**src/rtl/lbist_misr_ora.sv**
```systemverilog
// -----------------------------------------------------------------------------
// lbist_misr_ora
// Output response analyzer for the logic-BIST loop. CUT responses are
// compacted into a multiple-input signature register (MISR). After the
// programmed number of captures the signature is compared against GOLDEN
// and the result is reported to the BIST controller.
//
// Handshake: din is consumed on every rising edge where din_valid=1 while the
// block is in COMPACT; there is no backpressure. In IDLE and DONE din_valid is
// ignored. start is a level sampled on the rising edge and is honoured only in
// IDLE and DONE.
//
// Ports:
//   clk        system clock, rising edge
//   rst_n      asynchronous active-low reset
//   start      begin a session (IDLE/DONE only)
//   din_valid  din holds a response to compact this cycle
//   din[N]     CUT response word
//   busy       high while compacting
//   done       high once the session has finished
//   pass       signature matched GOLDEN (meaningful only when done=1)
//   signature  current MISR contents
// -----------------------------------------------------------------------------
module lbist_misr_ora #(
    parameter int             N            = 32,
    parameter logic [N-1:0]   POLY         = 32'h0040_0007,
    parameter logic [N-1:0]   SEED         = '0,
    parameter logic [N-1:0]   GOLDEN       = '0,
    parameter int             NUM_PATTERNS = 1024,
    parameter int             CNT_W        = 16
) (
    input  logic         clk,
    input  logic         rst_n,
    input  logic         start,
    input  logic         din_valid,
    input  logic [N-1:0] din,
    output logic         busy,
    output logic         done,
    output logic         pass,
    output logic [N-1:0] signature
);

    // Count value at which the final capture happens. Holding the final index
    // (not NUM_PATTERNS itself) lets NUM_PATTERNS reach 2^CNT_W without the
    // counter ever needing to wrap.
    localparam logic [CNT_W-1:0] LAST_IDX = CNT_W'(NUM_PATTERNS - 1);

    typedef enum logic [1:0] {
        IDLE    = 2'd0,
        COMPACT = 2'd1,
        DONE    = 2'd2
    } state_t;

    state_t           state;
    logic [N-1:0]     misr;
    logic [CNT_W-1:0] count;
    logic [N-1:0]     misr_next;

    // Galois-style shift: the bit shifted out of the top folds back through
    // the feedback mask, then the response word is XORed in.
    always_comb begin
        misr_next = {misr[N-2:0], 1'b0} ^ (misr[N-1] ? POLY : '0) ^ din;
    end

    always_ff @(posedge clk or negedge rst_n) begin
        if (!rst_n) begin
            state <= IDLE;
            misr  <= SEED;
            count <= '0;
            busy  <= 1'b0;
            done  <= 1'b0;
            pass  <= 1'b0;
        end else begin
            case (state)
                IDLE, DONE: begin
                    if (start) begin
                        misr  <= SEED;
                        count <= '0;
                        pass  <= 1'b0;
                        busy  <= 1'b1;
                        done  <= 1'b0;
                        state <= COMPACT;
                    end
                end
                COMPACT: begin
                    if (din_valid) begin
                        misr <= misr_next;
                        if (count == LAST_IDX) begin
                            // Final capture: the compare uses the value being
                            // loaded on this edge, not the old register.
                            pass  <= (misr_next == GOLDEN);
                            done  <= 1'b1;
                            busy  <= 1'b0;
                            state <= DONE;
                        end else begin
                            count <= count + 1'b1;
                        end
                    end
                end
                default: begin
                    state <= IDLE;
                    busy  <= 1'b0;
                    done  <= 1'b0;
                end
            endcase
        end
    end

    assign signature = misr;

endmodule

```
**config.mk**
```make
export PLATFORM = sky130hd
export DESIGN_NAME = lbist_misr_ora
export DESIGN_NICKNAME = d
export VERILOG_FILES = /design/src/rtl/lbist_misr_ora.sv
export SDC_FILE = /design/constraint.sdc
export NUM_CORES = 1
export LEC_CHECK = 0
export CAP_MARGIN = 20
export CORE_MARGIN = 4
export CORE_UTILIZATION = 52
export DETAILED_ROUTE_END_ITERATION = 8
export PLACE_DENSITY = 0.85
export SLEW_MARGIN = 20
export SYNTH_ARGS = -nofsm -noshare
export SYNTH_HDL_FRONTEND = slang
export SYNTH_SLANG_ARGS = --single-unit
```
**constraint.sdc**
```tcl
create_clock -name clk -period 5.2 [get_ports clk]
set_input_delay 0.78 -clock clk [delete_from_list [all_inputs] [get_ports clk]]
set_output_delay 0.78 -clock clk [all_outputs]
set_load 0.05 [all_outputs]
```
==> results of run 1 <==
## state kept, by name (all words and copies together), names as in the netlist
name / count
signature: 32
count: 16
busy: 1
done: 1
pass: 1
state: 1
## metal layers
layer  global-route usage, %  routed length, um  share of wire (%)  vias to the layer above
li1                        -                  -                  -                     1105
met2                    34.9               3010                 49                       66
met1                    25.9               2700                 44                     1099
met3                    5.67                365                5.9                       12
met5                       0                  0                  0                        -
met4                    6.19                 99                1.6                        0
## logic make-up after synthesis
group / after synthesis / share of synthesized area, %
buffers and inverters: 17 / 2.70
XOR/XNOR: 41 / 13.6
AND/OR/NAND/NOR: 104 / 21.0
flip-flops: 52 / 49.3
adder cells (fa/ha/maj): 1 / 0.474
multiplexers: 2 / 0.806
AO/OA/AOI/OAI: 57 / 12.0
## cells in the final DEF (no fill, tap or decap), types with 2 or more instances in the layout
cell type and count:
or2_2 2, o21ai_0 42, nor2_1 15, nand4_1 12, nand2b_1 3, xnor2_1 37, clkdlybuf4s50_1 69, clkbuf_8 6
a21oi_1 4, nand3_1 37, buf_4 4, o21ai_1 3, xor2_1 4, nand2_1 15, nor3_1 6, or3_1 2
a41oi_1 2, nor4_1 3, dfrtp_1 52, or4_4 2, inv_1 3
## synth_stat cells, drive strengths merged, types with 3 or more instances
master,instances
o21ai,45
a21oi,5
dfrtp,52
nor3,6
nand4,12
inv,3
nand3,37
nand2,15
nor4,4
xor2,4
nand2b,3
nor2,15
xnor2,37
clkbuf,12
or4,3
## worst paths after layout
path,from,to,depth (start not counted)
worst min register to register,pass$_DFFE_PN0P_,pass$_DFFE_PN0P_,2
worst max-delay path,din_valid,count[13]$_DFFE_PN0P_,6
min in group asynchronous,rst_n,count[7]$_DFFE_PN0P_,2
worst min-delay path,pass$_DFFE_PN0P_,pass$_DFFE_PN0P_,2
max in group asynchronous,rst_n,signature[23]$_DFFE_PN0P_,2
worst max register to register,done$_DFFE_PN0P_,count[13]$_DFFE_PN0P_,5
## per-stage QoR
step / hold slack, ns / total power (W)
after global placement: 0.468 / 0.00163
after detailed placement: 0.486 / 0.00164
final: 0.493 / 0.00187
after CTS: 0.507 / 0.00188
after global routing: 0.545 / 0.00197
after floorplan: 0.479 / 0.00129
## worst min-delay path, cell delays in order (launching register included)
cell and delay [ns]:
dfrtp_1 0.35, nand2_1 0.04, o21ai_0 0.06
## power by group
group	internal, W	switching, W
combinational	0.000352	0.000620
clock	0.000108	0.000131
sequential	0.000524	0.000135
total	0.000984	0.000886
## layout make-up
type	instances	area, um2	share of cell area (%)
sequential	52	1300	37.4
clock inverter	1	7.51	0.216
tap	67	83.8	2.41
multi-input combinational	205	1260	36.3
clock buffer	7	86.3	2.48
inverter	3	11.3	0.324
timing repair buffer	74	726	20.8
==> impl_metrics.yaml, run 1 <==
detailed_routing:
  wl_per_cell_um: 15.1
  post_drt_via_cell_ratio: 5.58
  vias: 2282
  antenna_left: 0
  dr.first_iter.drc_count: 161
  dr.pass1.iters: 4
  drc: 0
  routed_wl_um: 6180
floorplanning:
  die_h_um: 79.2
  dieArea_um2: 6280
  rows: 25
  ios: 71
  start_util_pct: 54.8
  die_w_um: 79.2
  coreArea_um2: 4820
synthesis:
  ys_async_sr_fraction_pct: 100
  yosys_most_used_dff: "dfrtp_1"
  synth_seq_cells: 52
  syn-cell-area_um2: 2640
  synth_cell_type_count: 37
  ys_seq_area_share_pct: 49.3
  syn_nets: 311
  avgSynthCellArea_um2: 9.63
  yosysTopAreaCellShare_pct: 49.3
  yosys.area.top_type: "dfrtp_1"
  syn-instance-count: 274
  synth.area.top_cells: "dfrtp_1, xnor2_1, o21ai_0"
  ys_warn_count: 0
  synth-edff-count: 0
clocking:
  holdBufCountCts: 0
  ctsHtreeMaxLevel: 2
  cts_root_buf: "clkbuf_8"
  clk_path_buf_depth: 2
  cts_inserted_buffers: 5
  cts_tree: "yes"
  insertion_delay_ns: 0.30
  cts_setup_buffers: 0
  clkSinkCount: 52
  cts_resized: 0
  path_clk_slew_ns: 0.09
pwr:
  leakage_nw: 1.35
  powerDensity_nw_per_um2: 537
  ir_worst_vdd_mv: 0.453
global_routing:
  grt_max_degree: 53
  grt_usage_pct: 20.7
  gr-total-overflow: 0
  first_global_vias: 2275
  grt_pass1_wl_um: 10300
  antenna_found_initial: 0
timing:
  finalCritPeriodShare_pct: 59.1
  rsz0062_at_grt: "no"
  hold_viol_final: 0
  period_needed_ns: 3.07
  worstMarginPinSlew_ns: 1.02
  setup_viol: 0
  relSlewSlack_pct: 31.7
  worst_slack_ns: 2.13
  fin_setup_tns_ns: 0
  drv_slew: 0
  fmax_mhz: 325
  finalClockSkew_ns: 0.00881
place:
  dpl.cell_count: 401
  hpwl_um: 4590
  placed_area_um2: 3390
  finalWeightedCongestion: 0.832
  place_worst_setup_slack_ns: 1.83
  port_buffers: 70
final_layout:
  stdcell_area_um2: 3480
  area_growth_pct: 32.0
  nets: 378
  drive_above_1_share_pct: 5.85
  num-fill-cells: 355
  layout.cells.non_filler: 409
  fin_util_pct: 72.3
  antennaDiodeCount: 0
critical_path:
  crit_buf_inv: 1
  endpoint_kind: "register"
  slowest_delay_ns: 0.70
  cp_top_family: "simple AND/OR/NAND/NOR gates"
  r2r_setup_slack_ns: 2.61
  required_ns: 5.42
  cp_cell_sequence: "clkdlybuf4s50_1, nand3b_1, a41oi_1, o2111ai_1, or3_1, a21oi_1"
  crit_fanout: 30
  cp_data_arrival_time_ns: 3.29
  critPathLaunchType: "primary input"
  cp_slowest_cell: "nand3b_1"
  worstSetupPathType: "primary input to register"
worst_hold_path:
  hold_path_class: "register to register"
run_status:
  status: "completed"
flow_run:
  maxCapViolations: 0
(Power assumes the default switching activity.)
==> run 2, diff against run 1 <==
--- a/config.mk
+++ b/config.mk
@@ -7,9 +7,9 @@
 export LEC_CHECK = 0
 export CAP_MARGIN = 20
 export CORE_MARGIN = 4
-export CORE_UTILIZATION = 52
+export CORE_UTILIZATION = 44
 export DETAILED_ROUTE_END_ITERATION = 8
-export PLACE_DENSITY = 0.85
+export PLACE_DENSITY = 0.77
 export SLEW_MARGIN = 20
 export SYNTH_ARGS = -nofsm -noshare
 export SYNTH_HDL_FRONTEND = slang
==> constraint.sdc (replaced) <==
create_clock -name clk -period 2.7 [get_ports clk]
set_input_delay 0.405 -clock clk [delete_from_list [all_inputs] [get_ports clk]]
set_output_delay 0.405 -clock clk [all_outputs]
set_load 0.05 [all_outputs]
==> run 2 against run 1 <==
  * Via count shrank 1.0%
  * Clock power grew to 2.6 times the previous value
  * Clock skew shrank 0.0025 ns
  * Core utilization shrank 10 points
  * Wire length grew 4.3%
  * Register-to-register slack lost 2.0 ns
  * Combinational power grew 94%
  * Sequential power grew 91%
  * Final cell count grew 1.2%
  * Global-route usage shrank 2.3 points
==> impl_metrics.yaml, run 2 (same netlist as run 1, synthesis figures left out) <==
timing:
  relSlewSlack_pct: 56.2
  period_needed_ns: 2.11
  hold_viol_final: 0
  worstMarginPinSlew_ns: 0.657
  setup_viol: 0
  finalCritPeriodShare_pct: 78.1
  fmax_mhz: 474
  finalClockSkew_ns: 0.00630
  drv_slew: 0
  fin_setup_tns_ns: 0
  hold_slack_ns: 0.199
  rsz0062_at_grt: "no"
final_layout:
  multiInputGateArea_um2: 1260
  layout_commonest_cell: "clkdlybuf4s50_1"
  area_growth_pct: 33.8
  num-fill-cells: 495
  final_cell_mix: "clkdlybuf4s50_1, dfrtp_1, o21ai_0, xnor2_1, nand3_1"
  regArea_um2: 1300
  nets: 379
  largest_reg_flops: 32
  antennaDiodeCount: 0
  drive_above_1_share_pct: 6.14
global_routing:
  first_global_vias: 2273
  grt_max_degree: 70
  grt_usage_pct: 18.4
  antenna_found_initial: 0
  grt_pass1_wl_um: 10900
  gr-total-overflow: 0
critical_path:
  crit_fanout: 9
  critPathLaunchType: "register"
  cp_top_family: "simple AND/OR/NAND/NOR gates"
  endpoint_kind: "register"
  cp_cell_sequence: "or4_4, or4_4, a21oi_4, o21ai_1, o41ai_1"
  cpMostUsedCell: "or4_4"
  slowest_delay_ns: 0.59
  cp_data_arrival_time_ns: 2.30
  cp_slowest_cell: "or4_4"
  crit_buf_inv: 0
  worstSetupPathType: "register to register"
  required_ns: 2.90
detailed_routing:
  antenna_left: 0
  met1_length_um: 2890
  wl_per_cell_um: 15.6
  post_drt_via_cell_ratio: 5.46
  wl_met3_um: 475
  dr.first_iter.drc_count: 135
  top_layer: "met4"
  dr_wl_met2_um: 3020
  vias: 2259
  drc: 0
  dr.pass1.iters: 4
  routed_wl_um: 6450
clocking:
  cts_resized: 0
  cts_tree: "yes"
  insertion_delay_ns: 0.31
  cts_setup_buffers: 0
  ctsHtreeMaxLevel: 2
  clk_path_buf_depth: 2
  clkSinkCount: 52
  holdBufCountCts: 0
  path_clk_slew_ns: 0.09
  cts_root_buf: "clkbuf_8"
  cts_inserted_buffers: 5
floorplanning:
  die_w_um: 85.4
  rows: 27
  die_h_um: 85.4
  dieArea_um2: 7300
  start_util_pct: 46.5
  ios: 71
  coreArea_um2: 5680
run_status:
  status: "completed"
place:
  finalWeightedCongestion: 0.817
  hpwl_um: 4600
  port_buffers: 70
worst_hold_path:
  hold_path_class: "primary input to async pin"
pwr:
  powerDensity_nw_per_um2: 1070
  ir_worst_vdd_mv: 0.735
  leakage_nw: 1.37
flow_run:
  maxCapViolations: 0
## run 2: cell count changes in the layout (fill, tap and decap cells not counted), sizes merged
cell,previous run,this run
buf,5,6
bufinv,0,2
clkinvlp,1,0
clkbuf,7,5
## run 2: report_power, final
part           internal, W  switching [W]
Sequential         0.00101       0.000253
Combinational     0.000681        0.00121
Clock             0.000365       0.000255
Total              0.00205        0.00172
## run 2: path summary, 6_finish.rpt
check / end / slack (ns) / cells after the start / start
worst max-delay path: count[6]$_DFFE_PN0P_ / 0.59 / 5 / count[11]$_DFFE_PN0P_
worst min-delay path: count[15]$_DFFE_PN0P_ / 0.20 / 2 / rst_n
worst max register to register: count[6]$_DFFE_PN0P_ / 0.59 / 5 / count[11]$_DFFE_PN0P_
worst min register to register: pass$_DFFE_PN0P_ / 0.49 / 2 / pass$_DFFE_PN0P_
max in group asynchronous: signature[27]$_DFFE_PN0P_ / 2.06 / 2 / rst_n
min in group clk: pass$_DFFE_PN0P_ / 0.49 / 2 / pass$_DFFE_PN0P_
## run 2: worst register-to-register path, stage by stage, from the launching register on
cell     delay [ns]
dfrtp_1        0.49
or4_4          0.55
or4_4          0.59
a21oi_4        0.21
o21ai_1        0.10
o41ai_1        0.07
## run 2: cell type report
class	instances	area share (%)
Tap cell	72	2.55
Clock inverter	2	1.70
Multi-Input combinational cell	205	35.8
Inverter	3	0.319
Sequential cell	52	36.9
Clock buffer	5	1.95
Timing Repair Buffer	75	20.8
## run 2: through the flow
stage | cell area [um2] | worst slack [ns] | instances | util (%) | total power [W]
floorplan | 2640 | 0.732 | 274 | - | 0.00249
global placement | 3400 | 0.641 | 407 | 59.9 | 0.00316
detailed placement | 3400 | 0.570 | 407 | 59.9 | 0.00317
CTS | 3530 | 0.583 | 414 | 62.2 | 0.00380
global route | 3530 | 0.470 | 414 | 62.2 | 0.00399
finish | 3530 | 0.592 | 414 | 62.2 | 0.00377
## run 2: layer usage
layer / vias to the layer above / GRT usage (%)
met5: - / 0
li1: 1110 / -
met1: 1074 / 23.7
met2: 68 / 29.7
met4: 0 / 5.47
met3: 7 / 5.83
==> run 3, diff against run 2 <==
==> constraint.sdc (replaced) <==
create_clock -name clk -period 1.8 [get_ports clk]
set_input_delay 0.27 -clock clk [delete_from_list [all_inputs] [get_ports clk]]
set_output_delay 0.27 -clock clk [all_outputs]
set_load 0.05 [all_outputs]
==> run 3 against run 2 <==
  * The run now ends with negative setup slack left
  * Total power increased by 43%
  * First-iteration DRC count is 27% higher
  * Hold slack gained 0.25 ns
  * Sequential share of layout area is 2.3 points lower
  * Fmax rose by 13%
  * Combinational power up 52%
  * Flip-flop and latch count unchanged
  * Critical endpoint unchanged
==> impl_metrics.yaml, run 3 (same netlist as run 1, synthesis figures left out) <==
timing:
  worstMarginPinSlew_ns: 0.494
  finalClockSkew_ns: 0.00733
  finalCritPeriodShare_pct: 104
  worst_slack_ns: -0.0641
  setup_viol: 12
  fin_setup_tns_ns: -0.376
  period_needed_ns: 1.86
  rsz0062_at_grt: "yes"
  drv_slew: 0
  fmax_mhz: 536
  relSlewSlack_pct: 67.1
  hold_viol_final: 0
critical_path:
  cp_data_arrival_time_ns: 2.06
  critPathLaunchType: "register"
  worstSetupPathType: "register to register"
  required_ns: 2.00
  crit_fanout: 5
  endpoint_kind: "register"
global_routing:
  grt_usage_pct: 19.7
  gr-total-overflow: 0
  grtUsageMet2_pct: 32.0
  antenna_found_initial: 0
  first_global_vias: 2459
  grt_util_met3_pct: 4.85
  grt_pass1_wl_um: 11700
  grt.busiest_layer: "met2"
  grt_max_degree: 35
  gr-usage-met1_pct: 26.7
detailed_routing:
  drc: 0
  dr.pass1.iters: 4
  dr.first_iter.drc_count: 172
  wl_per_cell_um: 15.8
  post_drt_via_cell_ratio: 5.54
  antenna_left: 0
  routed_wl_um: 7100
  vias: 2481
clocking:
  path_clk_slew_ns: 0.10
  cts_root_buf: "clkbuf_8"
  clk_path_buf_depth: 2
  cts_tree: "yes"
  cts_inserted_buffers: 5
  ctsHtreeMaxLevel: 2
  insertion_delay_ns: 0.31
  clkSinkCount: 52
final_layout:
  layout_commonest_cell: "buf_4"
  antennaDiodeCount: 0
  regArea_um2: 1300
  nets: 412
  drive_above_1_share_pct: 27.4
  multiInputGateArea_um2: 1350
  area_growth_pct: 42.8
  stdcell_area_um2: 3770
  num-fill-cells: 452
  final_cell_mix: "buf_4, dfrtp_1, xnor2_1, o21ai_0, nand3_1"
  fin_util_pct: 66.4
  largest_reg_flops: 32
worst_hold_path:
  hold_path_class: "primary input to async pin"
floorplanning:
  die_w_um: 85.4
  coreArea_um2: 5680
  die_h_um: 85.4
  start_util_pct: 46.5
  ios: 71
  dieArea_um2: 7300
  rows: 27
pwr:
  power.switching_w: 0.00263
  leakage_nw: 1.61
  power.clock.fraction_pct: 12.4
  power_frac_seq_pct: 34.7
  powerDensity_nw_per_um2: 1440
  p_int_w: 0.00278
  power_frac_comb_pct: 53.0
  power_switching_share_pct: 48.6
  ir_worst_vdd_mv: 0.854
place:
  hpwl_um: 5110
  finalWeightedCongestion: 0.865
  port_buffers: 70
  placed_area_um2: 3540
  place_worst_setup_slack_ns: -0.226
run_status:
  status: "finished, violations left"
  violations: "negative setup slack"
flow_run:
  maxCapViolations: 0
[run 3: changes by cell type in the layout (fill, tap and decap cells not counted), moves of 4 or more]
cell / delta
o21ai_1: +4
o21ai_0: -5
clkdlybuf4s50_1: -35
buf_4: +63
[run 3: stage by stage]
| stage | hold WS (ns) | total power, W | cells |
|---|---|---|---|
| after detailed placement | 0.261 | 0.00475 | 433 |
| after global placement | 0.252 | 0.00471 | 433 |
| after floorplan | -0.0256 | 0.00374 | 274 |
| after global routing | 0.482 | 0.00571 | 448 |
| after CTS | 0.474 | 0.00542 | 443 |
| final | 0.452 | 0.00541 | 448 |
[run 3: cell type report]
class,instances,share of cell area (%)
timing repair buffer,108,24.7
clock buffer,5,1.83
sequential,52,34.6
clock inverter,3,0.498
tap,72,2.39
inverter,3,0.299
multi-input combinational,205,35.7
[run 3: what timing repair did]
item | CTS | global route
endpoints found under the hold margin | 20 | 0
pin swaps | 1 | 7
endpoints found under the setup margin | 10 | 19
setup buffers | 1 | 5
hold buffers | 1 | 0
gates resized for setup | 6 | 14
[run 3: power by group through the flow]
stage	combinational (W)	clock (W)	sequential, W
after floorplan	0.000815	0	0.00293
after global placement	0.00283	0	0.00188
after detailed placement	0.00287	0	0.00188
after CTS	0.00287	0.000673	0.00187
after global routing	0.00305	0.000734	0.00192
final	0.00287	0.000668	0.00188
[run 3: worst paths after layout]
path | cells after the start | slack, ns | to | startpoint
setup / recovery | 5 | -0.06 | count[6]$_DFFE_PN0P_ | count[13]$_DFFE_PN0P_
hold / removal | 2 | 0.45 | signature[12]$_DFFE_PN0P_ | rst_n
setup reg to reg | 5 | -0.06 | count[6]$_DFFE_PN0P_ | count[13]$_DFFE_PN0P_
hold reg to reg | 1 | 0.53 | busy$_DFFE_PN0P_ | done$_DFFE_PN0P_
max in group asynchronous | 3 | 0.81 | count[6]$_DFFE_PN0P_ | rst_n
min in group clk | 1 | 0.53 | busy$_DFFE_PN0P_ | done$_DFFE_PN0P_
[run 3: per-layer routing]
layer	part of all wire [%]	routed length, um	up-vias
met1	44	3130	1213
met4	0.76	54	0
li1	-	-	1179
met5	0	0	-
met2	50	3530	82
met3	5.4	382	7
[run 3: worst max-delay path, cell delays in order (launching register included)]
cell and delay (ns):
dfrtp_1 0.40, or4_4 0.55, or4_4 0.49, a21oi_4 0.19
o21ai_2 0.08, o41ai_2 0.05
